**config.mk**
```make
export PLATFORM = sky130hd
export DESIGN_NAME = sat_dot_accumulator
export DESIGN_NICKNAME = d
export VERILOG_FILES = /design/src/rtl/sat_dot_accumulator.sv
export SDC_FILE = /design/constraint.sdc
export NUM_CORES = 1
export LEC_CHECK = 0
export CAP_MARGIN = 10
export CORE_UTILIZATION = 35
export DETAILED_ROUTE_END_ITERATION = 6
export PLACE_DENSITY = 0.66
export SYNTH_ARGS = -nofsm -noshare
export SYNTH_HDL_FRONTEND = slang
export SYNTH_SLANG_ARGS = --single-unit
```
**constraint.sdc**
```tcl
create_clock -name clk -period 3.5 [get_ports clk]
set_input_delay 0.7 -clock clk [delete_from_list [all_inputs] [get_ports clk]]
set_output_delay 0.7 -clock clk [all_outputs]
set_load 0.02 [all_outputs]
```
**src/rtl/sat_dot_accumulator.sv**
```systemverilog
// sat_dot_accumulator
//   Streaming signed accumulator that sits behind the PE multiplier array. It sums a
//   programmable number of signed products with P-bit saturating addition. Each batch
//   yields one clamped dot-product result, which it hands over on a valid/ready handshake.
//
// Ports
//   clk        clock, all state updates on the rising edge
//   rst_n      synchronous active-low reset
//   len        terms per batch (0 treated as 1), sampled on the first accepted beat
//   in_valid   upstream product valid
//   in_ready   block can accept a product this cycle
//   in_data    signed product, IN_W bits
//   out_valid  result valid
//   out_ready  downstream accepts the result
//   out_data   signed saturated sum, P bits
//   out_sat    at least one add in this batch clamped
//   busy       high while accumulating or presenting a result
module sat_dot_accumulator #(
  parameter int unsigned P     = 32,
  parameter int unsigned IN_W  = 16,
  parameter int unsigned K_MAX = 256,
  parameter int unsigned CNT_W = $clog2(K_MAX + 1)
) (
  input  logic                    clk,
  input  logic                    rst_n,
  input  logic [CNT_W-1:0]        len,
  input  logic                    in_valid,
  output logic                    in_ready,
  input  logic [IN_W-1:0]         in_data,
  output logic                    out_valid,
  input  logic                    out_ready,
  output logic [P-1:0]            out_data,
  output logic                    out_sat,
  output logic                    busy
);

  typedef enum logic [1:0] {StIdle, StAcc, StOut} state_e;

  state_e                 state;
  logic signed [P-1:0]    acc;
  logic [CNT_W-1:0]       cnt;
  logic [CNT_W-1:0]       len_q;
  logic                   sat_q;

  logic signed [P-1:0]    ext;
  logic signed [P-1:0]    sum_raw;
  logic signed [P-1:0]    sum_sat;
  logic                   ovf_pos;
  logic                   ovf_neg;
  logic [CNT_W-1:0]       len_eff;
  logic [CNT_W-1:0]       cnt_nxt;

  localparam logic [P-1:0] SatMax = {1'b0, {(P-1){1'b1}}};
  localparam logic [P-1:0] SatMin = {1'b1, {(P-1){1'b0}}};

  // Size cast of a signed operand sign-extends; also works when IN_W == P.
  assign ext     = P'($signed(in_data));
  assign sum_raw = acc + ext;

  // Overflow only possible when both operands share a sign and the sum flips it.
  assign ovf_pos = !acc[P-1] && !ext[P-1] &&  sum_raw[P-1];
  assign ovf_neg =  acc[P-1] &&  ext[P-1] && !sum_raw[P-1];

  always_comb begin
    sum_sat = sum_raw;
    if (ovf_pos) begin
      sum_sat = SatMax;
    end else if (ovf_neg) begin
      sum_sat = SatMin;
    end
  end

  assign len_eff = (len == '0) ? CNT_W'(1) : len;
  assign cnt_nxt = cnt + CNT_W'(1);

  always_ff @(posedge clk) begin
    if (!rst_n) begin
      state <= StIdle;
      acc   <= '0;
      cnt   <= '0;
      len_q <= '0;
      sat_q <= 1'b0;
    end else begin
      case (state)
        StIdle: begin
          if (in_valid) begin
            // First term loads directly; nothing to add to, so no clamp possible.
            acc   <= ext;
            cnt   <= CNT_W'(1);
            sat_q <= 1'b0;
            len_q <= len_eff;
            state <= (len_eff == CNT_W'(1)) ? StOut : StAcc;
          end
        end
        StAcc: begin
          if (in_valid) begin
            acc <= sum_sat;
            cnt <= cnt_nxt;
            if (ovf_pos || ovf_neg) begin
              sat_q <= 1'b1;
            end
            if (cnt_nxt == len_q) begin
              state <= StOut;
            end
          end
        end
        StOut: begin
          if (out_ready) begin
            state <= StIdle;
          end
        end
        default: state <= StIdle;
      endcase
    end
  end

  // All outputs decode directly from registered state, so they are glitch-free.
  assign in_ready  = (state != StOut);
  assign out_valid = (state == StOut);
  assign busy      = (state != StIdle);
  assign out_data  = acc;
  assign out_sat   = sat_q;

`ifndef SYNTHESIS
  logic           hold_q;
  logic [P-1:0]   data_hold_q;
  logic           sat_hold_q;

  always_ff @(posedge clk) begin
    hold_q      <= rst_n && out_valid && !out_ready;
    data_hold_q <= out_data;
    sat_hold_q  <= out_sat;
    if (rst_n && hold_q) begin
      assert (out_data == data_hold_q && out_sat == sat_hold_q);
    end
    if (rst_n) begin
      assert (cnt <= len_q);
    end
    if (rst_n && state == StIdle && in_valid) begin
      assert (32'(len) <= K_MAX);
    end
  end
`endif

endmodule

```
==> out/summary.json, run 1 <==
{
  "outcome": {
    "outcome": "completed"
  },
  "finish": {
    "seq_cell_area_um2": 1060,
    "instances_no_fill": 887,
    "nFillCells": 1218,
    "ant_cells": 0,
    "areaGrowthSynthToFinish_pct": 39.5,
    "multi_input_area_um2": 3270,
    "postLayoutCoreUtil_pct": 50.3,
    "final_layout_size_suffix_gt1_share_pct": 17.0,
    "final_nets": 782
  },
  "place": {
    "gp_routability_congestion": 0.906,
    "place_worst_setup_slack_ps": -201,
    "placedCellCount": 872,
    "detailedPlacementHpwl_um": 10300,
    "port_buffers": 64
  },
  "floorplan": {
    "placement_rows": 40,
    "floorplan.io_pins": 65,
    "start_util_pct": 36.1,
    "fp.dieArea_um2": 12900,
    "core_um2": 12100,
    "die_width_um": 114,
    "die_height_um": 114
  },
  "power_and_ir_drop": {
    "p_seq_share_pct": 30.8,
    "cell_internal_power_dissipation_mw": 1.41,
    "swShare_pct": 37.6,
    "net-switching-power_uw": 851,
    "power_mw": 2.26,
    "clkPwrFrac_pct": 23.7,
    "share_comb_of_total_power_pct": 45.5,
    "static-leakage-power_nw": 2.51,
    "power_density_nw_per_um2": 373,
    "vdd.ir_drop.worst_mv": 0.232
  },
  "worst_setup_path": {
    "worst-r2r-setup-slack_ps": 610,
    "critPathMaxStageDelay_ps": 460,
    "cp.depth": 13,
    "critPathArrivalTime_ps": 3640,
    "critical-path-top-delay-family": "compound AO/OA/AOI/OAI gates",
    "cp_max_fo": 5,
    "worst_r2r_path_depth": 12,
    "critPathRequiredTime_ps": 3730,
    "path_buf_inv": 4,
    "endpoint_kind": "register",
    "setup.worst_path.end": "out_data[0]",
    "timing.critical_path.mode_cell": "buf_4",
    "slowest_stage": "clkdlybuf4s50_1",
    "rr_endpoint": "out_data[0]",
    "kind_of_start_point_of_the_critical_path": "input pin",
    "timing.critical_path.from": "in_data[2]",
    "cp_cell_sequence": "clkdlybuf4s50_1, ha_1, o211ai_1, o21a_1, a211o_1, a2111oi_4, buf_4, nor3_2, xnor2_2, buf_4, buf_4, o21ai_1, a311oi_1",
    "worst_r2r_startpoint": "out_data[2]",
    "timing.setup.critical_path_class": "input pin to register"
  },
  "hold_path": {
    "timing.hold.worst.class": "register to register"
  },
  "synthesis": {
    "synth_seq_cells": 53,
    "syn_area_um2": 4350,
    "synth_async_sr_flop_share_pct": 0,
    "netlist-cell-type-count": 59,
    "synthTopCellsByArea": "dfxtp_1 (24%), ha_1 (9.8%), a21oi_1 (8.5%)",
    "post-synth-top-count-cell": "a21oi_1",
    "synth_edf_count": 0,
    "yosysSeqAreaShare_pct": 24.4,
    "number_of_instances_in_the_synthesized_netlist": 586,
    "ys.flop_type": "dfxtp_1",
    "yosysWarningCount": 0,
    "synth_largest_area_cell": "dfxtp_1",
    "ys_top_cells_by_count": "a21oi_1 (74), nand2_1 (65), dfxtp_1 (53), o21ai_0 (49), nor2_1 (44)",
    "synth_top_area_share_pct": 24.4,
    "syn_nets": 650,
    "postSynthAreaPerCell_um2": 7.43
  },
  "clock_network": {
    "cts-root-buf": "clkbuf_16",
    "cts_buffer_depth": 2,
    "clock_tree_from_tritoncts": "done",
    "clk_latency_ps": 320,
    "cts.reportedPaths.clkPinSlew_ps": 80,
    "cts_hold_repair.buffers": 0,
    "cts-buffers-inserted": 5,
    "htree_num_levels": 2,
    "clock_sinks": 53
  },
  "detailed_routing": {
    "antenna_left": 0,
    "drt_iter0_markers": 275,
    "post-route-drc-count": 0,
    "detailed_routing_iterations_pass_1": 4,
    "routed_via_density": 5.42,
    "routed_wirelength_um": 13700,
    "route.detailed.wl_per_inst_um": 15.4,
    "routed-via-count": 4806
  },
  "timing": {
    "setup_ws_ps": 90.7,
    "final_report_hold_violation_count": 0,
    "setup_violation_total_in_the_final_timing_report": 0,
    "rsz0062_at_grt": "no",
    "fin_setup_tns_ps": 0,
    "final_min_period_over_clock_period_pct": 97.4,
    "timing_max_transition_violations_final": 0,
    "final.setup_skew_ps": 10.9,
    "max-slew-margin-rel_pct": 60.5,
    "fmax_ghz": 0.293,
    "final.min_clock_period_ps": 3410,
    "timing_worst_slew_pin_value_ps": 593
  },
  "global_route": {
    "first_global_vias": 4568,
    "wire_length_of_the_first_global_routing_pass_um": 21900,
    "grt_antenna_before_repair": 0,
    "groute.usage.overall_pct": 21.3,
    "grt-ovfl-total": 0,
    "grt_max_degree": 30
  },
  "job": {
    "max_cap_violations": 0
  }
}
-- worst min-delay path: stages, from the launching register on --
cell and delay, ps:
dfxtp_1 330, nand2_1 60, a21oi_1 50
-- per-layer routing --
metal | wire length, um | up-vias | part of all wire, % | global-route usage [%]
li1 | - | 2401 | - | -
met2 | 6840 | 118 | 50 | 37.5
met3 | 584 | 13 | 4.3 | 2.92
met4 | 145 | 0 | 1.1 | 6.23
met1 | 6100 | 2274 | 45 | 27.1
met5 | 0 | - | 0 | 0
-- worst min path at each step --
stage                        start  endpoint  slack [ps]  cells past startpoint
after floorplan           len_q[1]  len_q[1]         450                      2
after global placement    len_q[7]  len_q[7]         460                      2
after detailed placement  len_q[6]  len_q[6]         470                      2
after CTS                 len_q[6]  len_q[6]         480                      2
after global routing      len_q[7]  len_q[7]         510                      2
final                     len_q[6]  len_q[6]         480                      2
-- layout by cell type, fill, tap and decap left out, types with 3 or more instances in the layout --
cell type	Yosys	layout
buf_4	1	82
a21oi_1	74	71
nand2_1	65	65
clkdlybuf4s50_1	0	63
dfxtp_1	53	53
o21ai_0	49	49
nor2_1	44	44
ha_1	34	28
xnor2_1	26	26
nand2b_1	19	19
a21o_1	19	19
nand3_1	20	19
a31oi_1	16	16
inv_1	15	15
and3_1	10	9
xor2_1	9	9
nand4_1	8	8
and2_1	8	7
a22oi_1	8	7
o211ai_1	6	6
nor2b_1	6	5
o21a_1	5	5
nor3_1	5	5
nor4_1	5	5
clkbuf_16	0	5
o21ai_1	4	4
o21bai_1	4	4
a211oi_1	7	4
a211oi_4	1	3
o31ai_1	3	3
or4_1	3	3
o22ai_1	3	3
nor3b_1	3	3
ha_2	0	3
ha_4	0	3
buf_6	0	3
-- metrics by stage --
| stage | hold slack (ps) | cell area, um^2 |
|---|---|---|
| after floorplan | 448 | 4350 |
| after global placement | 465 | 5710 |
| after detailed placement | 471 | 5710 |
| after CTS | 482 | 5860 |
| after global routing | 506 | 6070 |
| final | 479 | 6070 |
-- sequential cells by signal (all words and copies together), names as in the netlist --
register / flops
cnt: 9
out_sat: 1
out_data: 32
len_q: 9
state: 2
-- power groups by stage --
stage,Sequential [mW],Combinational (mW),Clock (mW)
after CTS,0.696,0.972,0.546
after global placement,0.707,0.955,0
after detailed placement,0.709,0.966,0
after floorplan,0.743,0.536,0
after global routing,0.703,1.12,0.568
final,0.697,1.03,0.537
-- final cells by class --
type	count	share of cell area [%]
clock buffers	5	2.06
clock inverters	3	0.412
inverters	16	0.989
multi-input cells	491	53.8
flip-flops and latches	53	17.5
well taps	168	3.46
repair buffers	151	21.7
-- repair_timing --
action / 4_1_cts / 5_1_grt
resized for setup: 0 / 32
setup buffers: 0 / 6
setup endpoints to repair: 0 / 23
-- kinds of logic (layout without fill, tap and decap cells) --
family          count (synthesis)  count (layout)  synth area share, %
compound gates                212             212                 30.1
xor+xnor                       36              36                 7.42
fa+ha+maj                      35              35                 10.2
buf+inv                        42             175                 3.88
flops                          53              53                 24.4
simple gates                  208             208                 24.0
Note: power is estimated with default switching activity, not from simulation.
==> inputs of run 2 (changes only) <==
--- a/config.mk
+++ b/config.mk
@@ -5,10 +5,11 @@
 export SDC_FILE = /design/constraint.sdc
 export NUM_CORES = 1
 export LEC_CHECK = 0
+export ABC_AREA = 1
 export CAP_MARGIN = 10
 export CORE_UTILIZATION = 35
 export DETAILED_ROUTE_END_ITERATION = 6
-export PLACE_DENSITY = 0.66
+export PLACE_DENSITY = 0.65
 export SYNTH_ARGS = -nofsm -noshare
 export SYNTH_HDL_FRONTEND = slang
 export SYNTH_SLANG_ARGS = --single-unit
==> out/summary.json, run 2 <==
{
  "floorplan": {
    "die_width": {"value": 117, "unit": "um", "change": "was 114 um"},
    "placement_rows": {"value": 41, "change": "was 40"},
    "floorplan.io_pins": {"value": 65, "change": "unchanged"},
    "die_height": {"value": 117, "unit": "um", "change": "was 114 um"},
    "fp.dieArea": {"value": 13700, "unit": "um^2", "change": "was 12900 um^2"},
    "core": {"value": 12800, "unit": "um^2", "change": "was 12100 um^2"},
    "start_util": {"value": 36.3, "unit": "%", "change": "was 36.1%"}
  },
  "synthesis": {
    "syn_nets": {"value": 762, "change": "was 650"},
    "synth_largest_area_cell": {"value": "dfxtp_1", "change": "unchanged"},
    "synth_top_area_share": {"value": 22.9, "unit": "%", "change": "was 24.4%"},
    "number_of_instances_in_the_synthesized_netlist": {"value": 698, "change": "was 586"},
    "yosysSeqAreaShare": {"value": 22.9, "unit": "%", "change": "was 24.4%"},
    "post-synth-top-count-cell": {"value": "nand2_1", "change": "was a21oi_1"},
    "ys.flop_type": {"value": "dfxtp_1", "change": "unchanged"},
    "yosysWarningCount": {"value": 0, "change": "unchanged"},
    "postSynthAreaPerCell": {"value": 6.64, "unit": "um^2", "change": "was 7.43 um^2"},
    "netlist-cell-type-count": {"value": 46, "change": "was 59"},
    "ys_top_cells_by_count": {"value": "nand2_1 (177), nor2_1 (66), a21oi_1 (64), inv_1 (54), dfxtp_1 (53)", "change": "was a21oi_1 (74), nand2_1 (65), dfxtp_1 (53), o21ai_0 (49), nor2_1 (44)"},
    "synthTopCellsByArea": {"value": "dfxtp_1 (23%), nand2_1 (14%), ha_1 (9.2%)", "change": "was dfxtp_1 (24%), ha_1 (9.8%), a21oi_1 (8.5%)"},
    "synth_edf_count": {"value": 0, "change": "unchanged"},
    "synth_async_sr_flop_share": {"value": 0, "unit": "%", "change": "unchanged"},
    "syn_area": {"value": 4640, "unit": "um^2", "change": "was 4350 um^2"},
    "synth_seq_cells": {"value": 53, "change": "unchanged"}
  },
  "finish": {
    "areaGrowthSynthToFinish": {"value": 21.0, "unit": "%", "change": "was 39.5%"},
    "final_nets": {"value": 824, "change": "was 782"},
    "multi_input_area": {"value": 3240, "unit": "um^2", "change": "was 3270 um^2"},
    "largest_register_ffs": {"value": 32, "change": "unchanged"},
    "most-common-layout-cells": {"value": "nand2_1 (177), nor2_1 (65), a21oi_1 (64), clkdlybuf4s50_1 (64), inv_1 (54)", "change": "was buf_4 (82), a21oi_1 (71), nand2_1 (65)"},
    "ant_cells": {"value": 0, "change": "unchanged"},
    "postLayoutCoreUtil": {"value": 43.9, "unit": "%", "change": "was 50.3%"},
    "layout.cell_area.non_filler": {"value": 5610, "unit": "um^2", "change": "was 6070 um^2"},
    "mostFrequentLayoutCell": {"value": "nand2_1", "change": "was buf_4"},
    "seq_cell_area": {"value": 1060, "unit": "um^2", "change": "unchanged"},
    "final_layout_size_suffix_gt1_share": {"value": 12.7, "unit": "%", "change": "was 17.0%"},
    "nFillCells": {"value": 1327, "change": "was 1218"}
  },
  "detailed_routing": {
    "drt_iter0_markers": {"value": 228, "change": "was 275"},
    "routed-via-count": {"value": 4632, "change": "was 4806"},
    "route.detailed.wl_per_inst": {"value": 13.7, "unit": "um", "change": "was 15.4 um"},
    "detailed_routing_iterations_pass_1": {"value": 5, "change": "was 4"},
    "antenna_left": {"value": 0, "change": "unchanged"},
    "routed_via_density": {"value": 4.96, "change": "was 5.42"},
    "routed_wirelength": {"value": 12800, "unit": "um", "change": "was 13700 um"},
    "post-route-drc-count": {"value": 0, "change": "unchanged"}
  },
  "power_and_ir_drop": {
    "power_density": {"value": 390, "unit": "nW/um^2", "change": "was 373 nW/um^2"},
    "clkPwrFrac": {"value": 24.5, "unit": "%", "change": "was 23.7%"},
    "net-switching-power": {"value": 896, "unit": "uW", "change": "was 851 uW"},
    "vdd.ir_drop.worst": {"value": 0.264, "unit": "mV", "change": "was 0.232 mV"},
    "swShare": {"value": 40.9, "unit": "%", "change": "was 37.6%"},
    "power": {"value": 2.19, "unit": "mW", "change": "was 2.26 mW"},
    "cell_internal_power_dissipation": {"value": 1.29, "unit": "mW", "change": "was 1.41 mW"},
    "p_seq_share": {"value": 32.0, "unit": "%", "change": "was 30.8%"},
    "share_comb_of_total_power": {"value": 43.5, "unit": "%", "change": "was 45.5%"},
    "static-leakage-power": {"value": 2.42, "unit": "nW", "change": "was 2.51 nW"}
  },
  "timing": {
    "final_report_hold_violation_count": {"value": 0, "change": "unchanged"},
    "max-slew-margin-rel": {"value": 66.8, "unit": "%", "change": "was 60.5%"},
    "fin_setup_tns": {"value": 0, "unit": "ps", "change": "unchanged"},
    "fmax": {"value": 0.338, "unit": "GHz", "change": "was 0.293 GHz"},
    "rsz0062_at_grt": {"value": "no", "change": "unchanged"},
    "final_min_period_over_clock_period": {"value": 84.4, "unit": "%", "change": "was 97.4%"},
    "setup_violation_total_in_the_final_timing_report": {"value": 0, "change": "unchanged"},
    "timing_max_transition_violations_final": {"value": 0, "change": "unchanged"},
    "timing_worst_slew_pin_value": {"value": 497, "unit": "ps", "change": "was 593 ps"},
    "final.min_clock_period": {"value": 2950, "unit": "ps", "change": "was 3410 ps"},
    "hold_slack": {"value": 456, "unit": "ps", "change": "was 479 ps"},
    "final.setup_skew": {"value": 6.30, "unit": "ps", "change": "was 10.9 ps"}
  },
  "worst_setup_path": {
    "worst-r2r-setup-slack": {"value": 1130, "unit": "ps", "change": "was 610 ps"},
    "timing.critical_path.from": {"value": "in_data[15]", "change": "was in_data[2]"},
    "timing.critical_path.mode_cell": {"value": "nand2_1", "change": "was buf_4"},
    "slowest_stage": {"value": "clkdlybuf4s50_1", "change": "unchanged"},
    "endpoint_kind": {"value": "register", "change": "unchanged"},
    "timing.setup.critical_path_class": {"value": "input pin to register", "change": "unchanged"},
    "setup.worst_path.end": {"value": "out_data[22]", "change": "was out_data[0]"},
    "worst_r2r_path_depth": {"value": 16, "change": "was 12"},
    "kind_of_start_point_of_the_critical_path": {"value": "input pin", "change": "unchanged"},
    "critPathMaxStageDelay": {"value": 440, "unit": "ps", "change": "was 460 ps"},
    "critPathRequiredTime": {"value": 3750, "unit": "ps", "change": "was 3730 ps"},
    "worst_r2r_startpoint": {"value": "out_data[0]", "change": "was out_data[2]"},
    "cp_max_fo": {"value": 24, "change": "was 5"},
    "cp_cell_sequence": {"value": "clkdlybuf4s50_1, buf_12, ha_1, a21oi_1, nand2_1, nand2_1, nand2_2, a21oi_4, nand3_1, nand3_4, nand2_4, inv_6, nand2_1, a21oi_2", "change": "was clkdlybuf4s50_1, ha_1, o211ai_1, o21a_1, a211o_1, a2111oi_4, buf_4, nor3_2, xnor2_2, buf_4, buf_4, o21ai_1, a311oi_1"},
    "rr_endpoint": {"value": "out_data[30]", "change": "was out_data[0]"},
    "critPathArrivalTime": {"value": 3200, "unit": "ps", "change": "was 3640 ps"}
  },
  "clock_network": {
    "cts.reportedPaths.clkPinSlew": {"value": 80, "unit": "ps", "change": "about the same"},
    "clk_latency": {"value": 300, "unit": "ps", "change": "was 320 ps"},
    "post_cts.repair.setup_buffers": {"value": 0, "change": "unchanged"},
    "htree_num_levels": {"value": 2, "change": "unchanged"},
    "clock_tree_from_tritoncts": {"value": "done", "change": "unchanged"},
    "cts_buffer_depth": {"value": 2, "change": "unchanged"},
    "cts-root-buf": {"value": "clkbuf_16", "change": "unchanged"},
    "cts-buffers-inserted": {"value": 5, "change": "unchanged"},
    "post_cts_resize_count": {"value": 0, "change": "unchanged"},
    "clock_sinks": {"value": 53, "change": "unchanged"},
    "cts_hold_repair.buffers": {"value": 0, "change": "unchanged"}
  },
  "global_route": {
    "first_global_vias": {"value": 4343, "change": "was 4568"},
    "global_route.usage.met3": {"value": 2.52, "unit": "%", "change": "was 2.92%"},
    "groute.usage.overall": {"value": 19.5, "unit": "%", "change": "was 21.3%"},
    "grt_antenna_before_repair": {"value": 0, "change": "unchanged"},
    "wire_length_of_the_first_global_routing_pass": {"value": 20900, "unit": "um", "change": "was 21900 um"},
    "use_met1": {"value": 26.3, "unit": "%", "change": "was 27.1%"},
    "grt_max_degree": {"value": 41, "change": "was 30"},
    "globalRouteMet2Util": {"value": 32.9, "unit": "%", "change": "was 37.5%"},
    "top_usage_layer": {"value": "met2", "change": "unchanged"},
    "grt-ovfl-total": {"value": 0, "change": "unchanged"}
  },
  "hold_path": {
    "timing.hold.worst.class": {"value": "register to register", "change": "unchanged"},
    "hold_path_depth": {"value": 2, "change": "unchanged"}
  },
  "outcome": {
    "outcome": {"value": "completed", "change": "unchanged"}
  },
  "place": {
    "detailedPlacementHpwl": {"value": 9850, "unit": "um", "change": "was 10300 um"},
    "gp_routability_congestion": {"value": 0.936, "change": "was 0.906"},
    "port_buffers": {"value": 64, "change": "unchanged"},
    "placement.cell_area": {"value": 5460, "unit": "um^2", "change": "was 5710 um^2"}
  },
  "job": {
    "max_cap_violations": {"value": 0, "change": "unchanged"}
  }
}
[run 2: layout make-up]
class / count / share of cell area [%]
sequential: 53 / 18.9
timing repair buffer: 70 / 12.4
clock buffer: 5 / 2.23
inverter: 64 / 4.37
multi-input combinational: 566 / 57.8
clock inverter: 3 / 0.446
tap: 172 / 3.84
[run 2: critical path, delay by kind of cell]
kind                       cells  cell delay (ps)
buffers and inverters          3              870
adders and majority gates      1              360
AOI/OAI and AO/OA              3              490
and+or+nand+nor                7              760
[run 2: cells by family (layout without fill, tap and decap cells)]
group           count (synthesis)  after routing  synth area share, %
compound gates                160            160                 20.8
fa+ha+maj                      35             35                 9.61
flops                          53             53                 22.9
simple gates                  340            340                 33.5
buf+inv                        79            142                 7.29
xor+xnor                       31             31                 5.86
[run 2: worst min path at each step]
stage                   from  endpoint  slack [ps]
floorplan           len_q[4]  len_q[4]         440
global placement     out_sat   out_sat         450
detailed placement   out_sat   out_sat         460
CTS                  out_sat   out_sat         460
global route         out_sat   out_sat         480
finish               out_sat   out_sat         460
[run 2: routing by layer]
metal  vias to the layer above  wire length [um]
li1                       2434                 -
met3                        13               444
met4                         0               144
met5                         -                 0
met2                        86              5850
met1                      2099              6370
[run 2: per-stage QoR]
| step | std cells | setup slack (ps) |
|---|---|---|
| after CTS | 933 | 542 |
| after detailed placement | 925 | 236 |
| after global routing | 933 | 300 |
| after floorplan | 698 | 1100 |
| after global placement | 925 | 278 |
| final | 933 | 545 |
[run 2: power groups by stage]
stage / sequential (mW) / combinational (mW) / clock (mW)
final: 0.701 / 0.953 / 0.536
after global routing: 0.709 / 1.05 / 0.570
after CTS: 0.701 / 0.952 / 0.548
after detailed placement: 0.714 / 0.947 / 0
after global placement: 0.716 / 0.946 / 0
after floorplan: 0.753 / 0.632 / 0
==> inputs of run 3 (changes only) <==
--- a/config.mk
+++ b/config.mk
@@ -9,7 +9,7 @@
 export CAP_MARGIN = 10
 export CORE_UTILIZATION = 35
 export DETAILED_ROUTE_END_ITERATION = 6
-export PLACE_DENSITY = 0.65
+export PLACE_DENSITY = 0.67
 export SYNTH_ARGS = -nofsm -noshare
 export SYNTH_HDL_FRONTEND = slang
 export SYNTH_SLANG_ARGS = --single-unit
==> constraint.sdc (replaced) <==
create_clock -name clk -period 2.5 [get_ports clk]
set_input_delay 0.5 -clock clk [delete_from_list [all_inputs] [get_ports clk]]
set_output_delay 0.5 -clock clk [all_outputs]
set_load 0.02 [all_outputs]
==> out/summary.json, run 3 (same netlist as run 2, synthesis figures left out) <==
{
  "clock_network": {
    "clock_sinks": {"value": 53, "change": "unchanged"},
    "cts_buffer_depth": {"value": 2, "change": "unchanged"},
    "cts.reportedPaths.clkPinSlew": {"value": 70, "unit": "ps", "change": "was 80 ps"},
    "clk_latency": {"value": 310, "unit": "ps", "change": "was 300 ps"},
    "clock_tree_from_tritoncts": {"value": "done", "change": "unchanged"},
    "htree_num_levels": {"value": 2, "change": "unchanged"},
    "cts_hold_repair.buffers": {"value": 0, "change": "unchanged"},
    "cts-buffers-inserted": {"value": 5, "change": "unchanged"},
    "cts-root-buf": {"value": "clkbuf_16", "change": "unchanged"}
  },
  "timing": {
    "rsz0062_at_grt": {"value": "no", "change": "unchanged"},
    "timing_max_transition_violations_final": {"value": 0, "change": "unchanged"},
    "final.setup_skew": {"value": 11.4, "unit": "ps", "change": "was 6.30 ps"},
    "timing_worst_slew_pin_value": {"value": 478, "unit": "ps", "change": "was 497 ps"},
    "final_min_period_over_clock_period_pct": 94.5,
    "setup_ws": {"value": 137, "unit": "ps", "change": "was 545 ps"},
    "fmax_ghz": 0.423,
    "max-slew-margin-rel": {"value": 68.1, "unit": "%", "change": "was 66.8%"},
    "final_report_hold_violation_count": {"value": 0, "change": "unchanged"},
    "setup_violation_total_in_the_final_timing_report": {"value": 0, "change": "unchanged"},
    "final.min_clock_period_ps": 2360
  },
  "power_and_ir_drop": {
    "power_density": {"value": 519, "unit": "nW/um^2", "change": "was 390 nW/um^2"},
    "power": {"value": 3.49, "unit": "mW", "change": "was 2.19 mW"},
    "vdd.ir_drop.worst": {"value": 0.271, "unit": "mV", "change": "was 0.264 mV"},
    "static-leakage-power": {"value": 3.04, "unit": "nW", "change": "was 2.42 nW"}
  },
  "detailed_routing": {
    "antenna_left": {"value": 0, "change": "unchanged"},
    "routed_wirelength": {"value": 14400, "unit": "um", "change": "was 12800 um"},
    "post-route-drc-count": {"value": 0, "change": "unchanged"},
    "detailed_routing_iterations_pass_1": {"value": 6, "change": "was 5"},
    "route.detailed.wl_per_inst": {"value": 13.9, "unit": "um", "change": "was 13.7 um"},
    "drt_iter0_markers": {"value": 305, "change": "was 228"},
    "routed_via_density": {"value": 5.01, "change": "was 4.96"},
    "routed-via-count": {"value": 5190, "change": "was 4632"}
  },
  "worst_setup_path": {
    "kind_of_start_point_of_the_critical_path": {"value": "input pin", "change": "unchanged"},
    "endpoint_kind": {"value": "register", "change": "unchanged"},
    "critPathRequiredTime": {"value": 2740, "unit": "ps", "change": "was 3750 ps"},
    "cp_max_fo": {"value": 4, "change": "was 24"},
    "critPathArrivalTime": {"value": 2600, "unit": "ps", "change": "was 3200 ps"},
    "timing.setup.critical_path_class": {"value": "input pin to register", "change": "unchanged"}
  },
  "place": {
    "detailedPlacementHpwl": {"value": 10900, "unit": "um", "change": "was 9850 um"},
    "place_worst_setup_slack": {"value": -450, "unit": "ps", "change": "was 236 ps"},
    "gp_routability_congestion": {"value": 0.919, "change": "was 0.936"},
    "port_buffers": {"value": 64, "change": "unchanged"},
    "placedCellCount": {"value": 1026, "change": "was 925"},
    "placement.cell_area": {"value": 6250, "unit": "um^2", "change": "was 5460 um^2"}
  },
  "floorplan": {
    "floorplan.io_pins": {"value": 65, "change": "unchanged"},
    "fp.dieArea": {"value": 13700, "unit": "um^2", "change": "unchanged"},
    "start_util": {"value": 36.3, "unit": "%", "change": "unchanged"},
    "placement_rows": {"value": 41, "change": "unchanged"},
    "die_height": {"value": 117, "unit": "um", "change": "unchanged"},
    "die_width": {"value": 117, "unit": "um", "change": "unchanged"},
    "core": {"value": 12800, "unit": "um^2", "change": "unchanged"}
  },
  "finish": {
    "instances_no_fill": {"value": 1036, "change": "was 933"},
    "seq_cell_area": {"value": 1060, "unit": "um^2", "change": "unchanged"},
    "final_nets": {"value": 927, "change": "was 824"},
    "layout.cell_area.non_filler": {"value": 6730, "unit": "um^2", "change": "was 5610 um^2"},
    "mostFrequentLayoutCell": {"value": "nand2_1", "change": "unchanged"},
    "multi_input_area": {"value": 3500, "unit": "um^2", "change": "was 3240 um^2"},
    "ant_cells": {"value": 0, "change": "unchanged"},
    "areaGrowthSynthToFinish": {"value": 45.1, "unit": "%", "change": "was 21.0%"},
    "most-common-layout-cells": {"value": "nand2_1 (171), buf_4 (103), nor2_1 (65)", "change": "was nand2_1 (177), nor2_1 (65), a21oi_1 (64), clkdlybuf4s50_1 (64), inv_1 (54)"},
    "largest_register_ffs": {"value": 32, "change": "unchanged"},
    "final_layout_size_suffix_gt1_share": {"value": 26.6, "unit": "%", "change": "was 12.7%"},
    "nFillCells": {"value": 1238, "change": "was 1327"}
  },
  "global_route": {
    "groute.usage.overall": {"value": 21.8, "unit": "%", "change": "was 19.5%"},
    "grt_max_degree": {"value": 34, "change": "was 41"},
    "grt-ovfl-total": {"value": 0, "change": "unchanged"},
    "grt_antenna_before_repair": {"value": 0, "change": "unchanged"},
    "wire_length_of_the_first_global_routing_pass": {"value": 23200, "unit": "um", "change": "was 20900 um"},
    "first_global_vias": {"value": 4840, "change": "was 4343"}
  },
  "hold_path": {
    "timing.hold.worst.class": {"value": "register to register", "change": "unchanged"}
  },
  "outcome": {
    "outcome": {"value": "completed", "change": "unchanged"}
  },
  "job": {
    "max_cap_violations": {"value": 0, "change": "unchanged"}
  }
}
-- run 3: critical path, stage by stage --
cell and delay, ps:
clkdlybuf4s50_1 490, ha_4 330, nand2_1 100, buf_4 160, o21bai_1 230, a21oi_1 70, nand2_1 160, nand2_1 70
nand2_1 100, xor2_1 180, nand2_1 100, a21oi_2 130
-- run 3: final cells by class --
| class | instances | area share (%) |
|---|---|---|
| repair buffers | 173 | 23.2 |
| inverters | 64 | 3.65 |
| clock inverters | 3 | 0.372 |
| well taps | 172 | 3.20 |
| clock buffers | 5 | 1.86 |
| multi-input cells | 566 | 52.0 |
| flip-flops and latches | 53 | 15.8 |
-- run 3: report_power, final --
group	leakage [nW]	switching, mW	internal (mW)
registers	0.438	0.0744	0.919
clock network	0.0704	0.359	0.378
logic	2.53	0.932	0.827
-- run 3: per-layer routing --
metal	vias up	wire length, um	share of wire (%)	GRT usage, %
li1	2636	-	-	-
met1	2393	6630	46	28.9
met2	144	6860	47	38.1
met3	17	780	5.4	2.47
met4	0	176	1.2	4.47
met5	-	0	0	0
-- run 3: final timing paths --
check	startpoint	endpoint	slack, ps	cells past startpoint
min	out_sat	out_sat	470	2
min reg2reg	out_sat	out_sat	470	2
max reg2reg	out_data[0]	out_data[30]	300	16
max	in_data[11]	out_data[21]	140	12
-- run 3: stage by stage --
step	setup TNS, ps	utilization (%)	hold slack (ps)
5_1_grt	0	52.6	500
2_1_floorplan	0	-	445
3_3_place_gp	-13020	49.0	444
3_5_place_dp	-13730	49.0	461
6_report	0	52.6	465
4_1_cts	0	51.0	472
-- run 3: repair_timing --
| item | 4_1_cts | 5_1_grt |
|---|---|---|
| resized for setup | 13 | 35 |
| setup buffers | 1 | 0 |
| endpoints found under the setup margin | 32 | 33 |
| pin swaps | 2 | 8 |
| endpoints found under the hold margin | 0 | 0 |
| cloned | 1 | 0 |
